### src/rtl/ac97_cmd_arbiter.sv
//-----------------------------------------------------------------------------
// ac97_cmd_arbiter
//
// Owns the AC-link command channel (out slots 1/2). It arbitrates codec
// register read/write requests from two requesters:
//   - req0: power-up config sequencer
//   - req1: host/debug port
// It issues at most one command per frame and matches read status returned in
// in-slots 1/2. All frame timing comes from the link's ac97_strobe.
//
// Optional feature macro: AC97_CMD_WRITE_VERIFY_EN
//   When defined, every write is followed by a readback of the same address.
//   The write's response carries the readback data, and rsp_err is set on a
//   data mismatch or on a timeout.
//
// Ports:
//   ac97_bitclk / ac97_rst_b      sole clock, async active-low reset
//   ac97_strobe                   one-cycle frame strobe (frame bit 0)
//   ac97_in_slot1/2 (+_valid)     latched status address / data slots
//   ac97_out_slot1/2 (+_valid)    command address / data slots to the link
//   reqN_valid/write/addr/wdata   request from requester N (N = 0, 1)
//   reqN_ready                    one-cycle grant pulse
//   rsp_valid/id/rdata/err        one-cycle completion pulse plus held result
//-----------------------------------------------------------------------------
`timescale 1ns/1ps
module ac97_cmd_arbiter #(
    parameter int TIMEOUT_FRAMES = 8
) (
    input  logic        ac97_bitclk,
    input  logic        ac97_rst_b,
    input  logic        ac97_strobe,
    input  logic [19:0] ac97_in_slot1,
    input  logic        ac97_in_slot1_valid,
    input  logic [19:0] ac97_in_slot2,
    input  logic        ac97_in_slot2_valid,
    output logic [19:0] ac97_out_slot1,
    output logic        ac97_out_slot1_valid,
    output logic [19:0] ac97_out_slot2,
    output logic        ac97_out_slot2_valid,
    input  logic        req0_valid,
    input  logic        req0_write,
    input  logic [6:0]  req0_addr,
    input  logic [15:0] req0_wdata,
    output logic        req0_ready,
    input  logic        req1_valid,
    input  logic        req1_write,
    input  logic [6:0]  req1_addr,
    input  logic [15:0] req1_wdata,
    output logic        req1_ready,
    output logic        rsp_valid,
    output logic        rsp_id,
    output logic [15:0] rsp_rdata,
    output logic        rsp_err
);

    localparam int CNT_W = $clog2(TIMEOUT_FRAMES) + 1;
    localparam logic [CNT_W-1:0] CNT_LAST = CNT_W'(TIMEOUT_FRAMES - 1);

    typedef enum logic [1:0] {
        ST_IDLE         = 2'd0,
        ST_ISSUE        = 2'd1,
        ST_WAIT_RD      = 2'd2,
        ST_VERIFY_ISSUE = 2'd3
    } state_t;

    state_t           state_r;
    logic             last_grant_r;
    logic             cur_id_r;
    logic             cur_write_r;
    logic [6:0]       cur_addr_r;
    logic [CNT_W-1:0] frame_cnt_r;
`ifdef AC97_CMD_WRITE_VERIFY_EN
    logic [15:0]      cur_wdata_r;
    logic             verify_r;
`endif

    logic             any_req_s;
    logic             grant_id_s;
    logic             sel_write_s;
    logic [6:0]       sel_addr_s;
    logic [15:0]      sel_wdata_s;
    logic             match_s;
    logic             unused_bits_s;

    assign any_req_s = req0_valid | req1_valid;

    // A status frame only counts when both tags are set and the echoed
    // register address equals the address of the outstanding read.
    assign match_s = ac97_in_slot1_valid & ac97_in_slot2_valid &
                     (ac97_in_slot1[18:12] == cur_addr_r);

    // The remaining status bits carry nothing this block needs.
    assign unused_bits_s = ^{ac97_in_slot1[19], ac97_in_slot1[11:0], ac97_in_slot2[3:0]};

    // Round-robin choice: on a tie the requester not granted last time wins.
    always_comb begin
        grant_id_s = 1'b0;
        if (req0_valid && req1_valid) begin
            grant_id_s = ~last_grant_r;
        end else if (req1_valid) begin
            grant_id_s = 1'b1;
        end else begin
            grant_id_s = 1'b0;
        end
    end

    // Select the fields of the granted requester.
    always_comb begin
        sel_write_s = req0_write;
        sel_addr_s  = req0_addr;
        sel_wdata_s = req0_wdata;
        if (grant_id_s) begin
            sel_write_s = req1_write;
            sel_addr_s  = req1_addr;
            sel_wdata_s = req1_wdata;
        end else begin
            sel_write_s = req0_write;
            sel_addr_s  = req0_addr;
            sel_wdata_s = req0_wdata;
        end
    end

    // Command FSM. State and slots advance only on strobe edges; the grant and
    // response pulses drop back to 0 on the following cycle.
    always_ff @(posedge ac97_bitclk or negedge ac97_rst_b) begin
        if (!ac97_rst_b) begin
            state_r              <= ST_IDLE;
            last_grant_r         <= 1'b1;
            cur_id_r             <= 1'b0;
            cur_write_r          <= 1'b0;
            cur_addr_r           <= 7'h00;
            frame_cnt_r          <= '0;
            ac97_out_slot1       <= 20'h00000;
            ac97_out_slot1_valid <= 1'b0;
            ac97_out_slot2       <= 20'h00000;
            ac97_out_slot2_valid <= 1'b0;
            req0_ready           <= 1'b0;
            req1_ready           <= 1'b0;
            rsp_valid            <= 1'b0;
            rsp_id               <= 1'b0;
            rsp_rdata            <= 16'h0000;
            rsp_err              <= 1'b0;
`ifdef AC97_CMD_WRITE_VERIFY_EN
            cur_wdata_r          <= 16'h0000;
            verify_r             <= 1'b0;
`endif
        end else begin
            req0_ready <= 1'b0;
            req1_ready <= 1'b0;
            rsp_valid  <= 1'b0;
            if (ac97_strobe) begin
                case (state_r)
                    ST_IDLE: begin
                        if (any_req_s) begin
                            req0_ready           <= ~grant_id_s;
                            req1_ready           <= grant_id_s;
                            last_grant_r         <= grant_id_s;
                            cur_id_r             <= grant_id_s;
                            cur_write_r          <= sel_write_s;
                            cur_addr_r           <= sel_addr_s;
                            // Bit 19 of slot 1 is the read flag.
                            ac97_out_slot1       <= {~sel_write_s, sel_addr_s, 12'h000};
                            ac97_out_slot1_valid <= 1'b1;
                            ac97_out_slot2       <= sel_write_s ? {sel_wdata_s, 4'h0} : 20'h00000;
                            ac97_out_slot2_valid <= sel_write_s;
`ifdef AC97_CMD_WRITE_VERIFY_EN
                            cur_wdata_r          <= sel_wdata_s;
                            verify_r             <= 1'b0;
`endif
                            state_r              <= ST_ISSUE;
                        end else begin
                            state_r <= ST_IDLE;
                        end
                    end
                    ST_ISSUE: begin
                        ac97_out_slot2       <= 20'h00000;
                        ac97_out_slot2_valid <= 1'b0;
                        if (cur_write_r) begin
`ifdef AC97_CMD_WRITE_VERIFY_EN
                            // Follow the write with a readback of the same register.
                            ac97_out_slot1       <= {1'b1, cur_addr_r, 12'h000};
                            ac97_out_slot1_valid <= 1'b1;
                            verify_r             <= 1'b1;
                            state_r              <= ST_VERIFY_ISSUE;
`else
                            ac97_out_slot1       <= 20'h00000;
                            ac97_out_slot1_valid <= 1'b0;
                            rsp_valid            <= 1'b1;
                            rsp_id               <= cur_id_r;
                            rsp_rdata            <= 16'h0000;
                            rsp_err              <= 1'b0;
                            state_r              <= ST_IDLE;
`endif
                        end else begin
                            // Status returned during this frame is stale, so
                            // checking starts only at the next strobe.
                            ac97_out_slot1       <= 20'h00000;
                            ac97_out_slot1_valid <= 1'b0;
                            frame_cnt_r          <= '0;
                            state_r              <= ST_WAIT_RD;
                        end
                    end
`ifdef AC97_CMD_WRITE_VERIFY_EN
                    ST_VERIFY_ISSUE: begin
                        ac97_out_slot1       <= 20'h00000;
                        ac97_out_slot1_valid <= 1'b0;
                        frame_cnt_r          <= '0;
                        state_r              <= ST_WAIT_RD;
                    end
`endif
                    ST_WAIT_RD: begin
                        if (match_s) begin
                            rsp_valid <= 1'b1;
                            rsp_id    <= cur_id_r;
                            rsp_rdata <= ac97_in_slot2[19:4];
`ifdef AC97_CMD_WRITE_VERIFY_EN
                            rsp_err   <= verify_r & (ac97_in_slot2[19:4] != cur_wdata_r);
                            verify_r  <= 1'b0;
`else
                            rsp_err   <= 1'b0;
`endif
                            state_r   <= ST_IDLE;
                        end else if (frame_cnt_r == CNT_LAST) begin
                            rsp_valid <= 1'b1;
                            rsp_id    <= cur_id_r;
                            rsp_rdata <= 16'hFFFF;
                            rsp_err   <= 1'b1;
`ifdef AC97_CMD_WRITE_VERIFY_EN
                            verify_r  <= 1'b0;
`endif
                            state_r   <= ST_IDLE;
                        end else begin
                            frame_cnt_r <= frame_cnt_r + CNT_W'(1);
                        end
                    end
                    default: begin
                        state_r <= ST_IDLE;
                    end
                endcase
            end
        end
    end

endmodule

### config.mk
export PLATFORM = sky130hd
export DESIGN_NAME = ac97_cmd_arbiter
export DESIGN_NICKNAME = d
export VERILOG_FILES = /design/src/rtl/ac97_cmd_arbiter.sv
export SDC_FILE = /design/constraint.sdc
export NUM_CORES = 1
export LEC_CHECK = 0
export CAP_MARGIN = 20
export CELL_PAD_IN_SITES_DETAIL_PLACEMENT = 1
export CELL_PAD_IN_SITES_GLOBAL_PLACEMENT = 1
export CORE_MARGIN = 5
export CORE_UTILIZATION = 31
export CTS_CLUSTER_SIZE = 24
export DETAILED_ROUTE_END_ITERATION = 8
export MAX_ROUTING_LAYER = met4
export PLACE_DENSITY = 0.88
export SKIP_LAST_GASP = 1
export SLEW_MARGIN = 5
export SYNTH_ARGS = -nofsm -noshare
export SYNTH_HDL_FRONTEND = slang
export SYNTH_SLANG_ARGS = --single-unit
### constraint.sdc
create_clock -name ac97_bitclk -period 5.02 [get_ports ac97_bitclk]
set_input_delay 1.004 -clock ac97_bitclk [delete_from_list [all_inputs] [get_ports ac97_bitclk]]
set_output_delay 1.004 -clock ac97_bitclk [all_outputs]
set_load 0.03 [all_outputs]
==> impl_metrics.env <==
export IMPL_status="finished, final reports clean"
export IMPL_synth_edf_count=0
export IMPL_num_rows=35
export IMPL_postCtsResizedCells=0
export IMPL_start_kind="primary input"
export IMPL_finalCritPeriodShare=0.603
export IMPL_criticalPathCategory="primary input to register"
export IMPL_fin_tns_setup_ps=0
export IMPL_grt_ovfl_total=0
export IMPL_yosys_warnings=0
export IMPL_dp_hpwl_microns=6720
export IMPL_syn_inst=293
export IMPL_power_frac_comb=0.477
export IMPL_finalSetupViolCount=0
export IMPL_place_gp_congestion=0.731
export IMPL_grtUsageTotal=0.157
export IMPL_async_reset_ff_frac=1.00
export IMPL_post_cts_buffers=0
export IMPL_crit_required_ps=5200
export IMPL_core_area_sq_um=9330
export IMPL_cts_sinks=63
export IMPL_die_area_sq_um=11700
export IMPL_portBuffers=124
export IMPL_cts_buffers=9
export IMPL_switchingPower_mw=1.01
export IMPL_min_from="cur_id_r$_DFFE_PN0P_"
export IMPL_multi_input_area_sq_um=1280
export IMPL_whs_ps=478
export IMPL_wl_per_cell_microns=15.9
export IMPL_synth_top_area_cell="dfrtp_1"
export IMPL_ff_latch_area_sq_um=1580
export IMPL_total_power_mw=2.44
export IMPL_wirelength_microns=8710
export IMPL_ir_worst_vdd_mv=0.209
export IMPL_cts_tree="built"
export IMPL_fill_cells=1057
export IMPL_crit_fanout=17
export IMPL_p_sw_frac=0.415
export IMPL_maxSlewViolCount=0
export IMPL_startpoint="ac97_in_slot1[14]"
export IMPL_vias=2576
export IMPL_p_int_mw=1.42
export IMPL_tightestPinTransition_ps=1010
export IMPL_drive_gt1_frac=0.0668
export IMPL_grt_pass1_vias=2844
export IMPL_slew_headroom=0.325
export IMPL_yosysTopAreaCellShare=0.519
export IMPL_p_leak_nw=1.97
export IMPL_antenna_cells=0
export IMPL_final_cell_mix="123 x clkdlybuf4s50_1, 62 x dfrtp_1, 44 x nand2_1"
export IMPL_ctsRootBufferMaster="clkbuf_8"
export IMPL_crit_arrival_ps=3210
export IMPL_final_net_count=513
export IMPL_pwr_share_seq=0.344
export IMPL_ant_nets=0
export IMPL_initial_core_util=0.320
export IMPL_layout_commonest_cell="clkdlybuf4s50_1"
export IMPL_fin_crit_ps=3030
export IMPL_p_per_area_nw_per_um2=543
export IMPL_postSynthAreaPerCell_sq_um=10.2
export IMPL_drt_initial_drc_count=66
export IMPL_synth_area_leaders="dfrtp_1 52%, mux2i_1 8.7%, nand2_1 5.5%, o21ai_0 5.2%, o2bb2ai_1 4.7%"
export IMPL_cts_buffer_depth=2
export IMPL_fmaxAchievable_mhz=330
export IMPL_drc=0
export IMPL_ys_ff_latch=63
export IMPL_drt_pass1_iterations=4
export IMPL_path_clk_slew_ps=80
export IMPL_drv_cap=0
export IMPL_grt_setup_unrepaired="no"
export IMPL_r2r_start="cur_addr_r[2]$_DFFE_PN0P_"
export IMPL_clock_latency_ps=330
export IMPL_worstHoldPathType="register to register"
export IMPL_synth_main_ff_cell="dfrtp_1"
export IMPL_ys_seq_area_frac=0.528
export IMPL_die_x_microns=108
export IMPL_ys_types=35
export IMPL_r2r_setup_slack_ps=2670
export IMPL_hold_buffers=0
export IMPL_clockPowerShare=0.179
export IMPL_dieHeight_microns=108
export IMPL_end_kind="register"
export IMPL_antenna_found_initial=0
export IMPL_io_pins=158
export IMPL_routed_via_density=4.70
export IMPL_grt_max_degree=42
export IMPL_grt_pass1_wl_microns=13900
export IMPL_syn_to_final_growth_pct=50.0
export IMPL_hold_viol=0
export IMPL_syn_area_sq_um=2990
export IMPL_skew_ps=9.21
export IMPL_htreeDepth=3
[cells in the mapped netlist (2+ instances only)]
master and count:
buf_4 17, o2bb2ai_1 16, buf_2 6, mux2i_1 26, and3_1 3, inv_1 3
a31oi_1 3, dfrtp_1 62, nor3_1 2, nand3_1 4, ha_1 4, nor2_1 22
clkbuf_1 9, a311oi_1 2, xor2_1 7, nand2b_1 3, nor4_1 2, nand2_1 44
o211ai_1 2, a21oi_1 5, o21ai_0 31, a21o_1 4, and2_1 2, or2_2 2
nor2_2 2
[power by group through the flow]
stage	registers, mW	logic (mW)	clock network [mW]
global route	0.870	1.25	0.471
global placement	0.835	1.14	0
finish	0.838	1.16	0.437
floorplan	1.14	0.366	0
detailed placement	0.849	1.18	0
CTS	0.841	1.18	0.452
[logic make-up (layout without fill, tap and decap cells)]
logic type               after synthesis  in the layout  share of synthesized area
buffers and inverters                 35            146                     0.0678
AND/OR/NAND/NOR                       88             88                      0.127
other                                  1             16                    0.00125
AO/OA/AOI/OAI                         68             68                      0.148
multiplexers                          27             27                     0.0908
XOR/XNOR                               7              7                     0.0205
adder cells (fa/ha/maj)                4              4                     0.0167
flip-flops                            63             63                      0.528
[final timing paths]
kind                                                   to  cells past startpoint
max                             rsp_rdata[12]$_DFFE_PN0P_                      6
min                                  cur_id_r$_DFFE_PN0P_                      1
max reg2reg                     rsp_rdata[12]$_DFFE_PN0P_                      5
min reg2reg                          cur_id_r$_DFFE_PN0P_                      1
max in group asynchronous        last_grant_r$_DFFE_PN1P_                      2
min in group asynchronous  ac97_out_slot1[16]$_DFFE_PN0P_                      1
[critical path, cell delays in order]
cell and delay [ps]:
clkdlybuf4s50_1 420, xor2_1 140, nor4_1 340, nand2_1 380, a21oi_2 730, o2bb2ai_1 190
[layout make-up]
class / instances / share of cell area
Tap cell: 129 / 0.0360
Timing Repair Buffer: 127 / 0.281
Multi-Input combinational cell: 210 / 0.285
Clock buffer: 9 / 0.0276
Inverter: 3 / 0.00251
Sequential cell: 63 / 0.352
Clock inverter: 7 / 0.0165
[per-stage QoR]
| step | worst slack (ps) | utilization | cells | cell area (sq um) |
|---|---|---|---|---|
| floorplan | 2770 | - | 308 | 3050 |
| global route | 1790 | 0.481 | 548 | 4480 |
| finish | 1990 | 0.481 | 548 | 4480 |
| detailed placement | 1580 | 0.459 | 532 | 4290 |
| global placement | 1660 | 0.459 | 532 | 4290 |
| CTS | 1930 | 0.481 | 548 | 4480 |
[state kept, by name (all words and copies together) (netlist names)]
name                  cells
rsp_rdata                16
cur_id_r                  1
state_r                   2
req0_ready                1
rsp_id                    1
req1_ready                1
ac97_out_slot1            8
rsp_err                   1
cur_addr_r                7
rsp_valid                 1
ac97_out_slot1_valid      1
frame_cnt_r               4
ac97_out_slot2_valid      1
last_grant_r              1
cur_write_r               1
ac97_out_slot2           16
[layer usage]
layer  GRT usage  wire (microns)  up-vias
met5           -               0        -
met4      0.0505              87        0
met3      0.0478             626       10
li1            -               -     1219
met2       0.256            4260      108
met1       0.187            3730     1239
(Power assumes the default switching activity.)
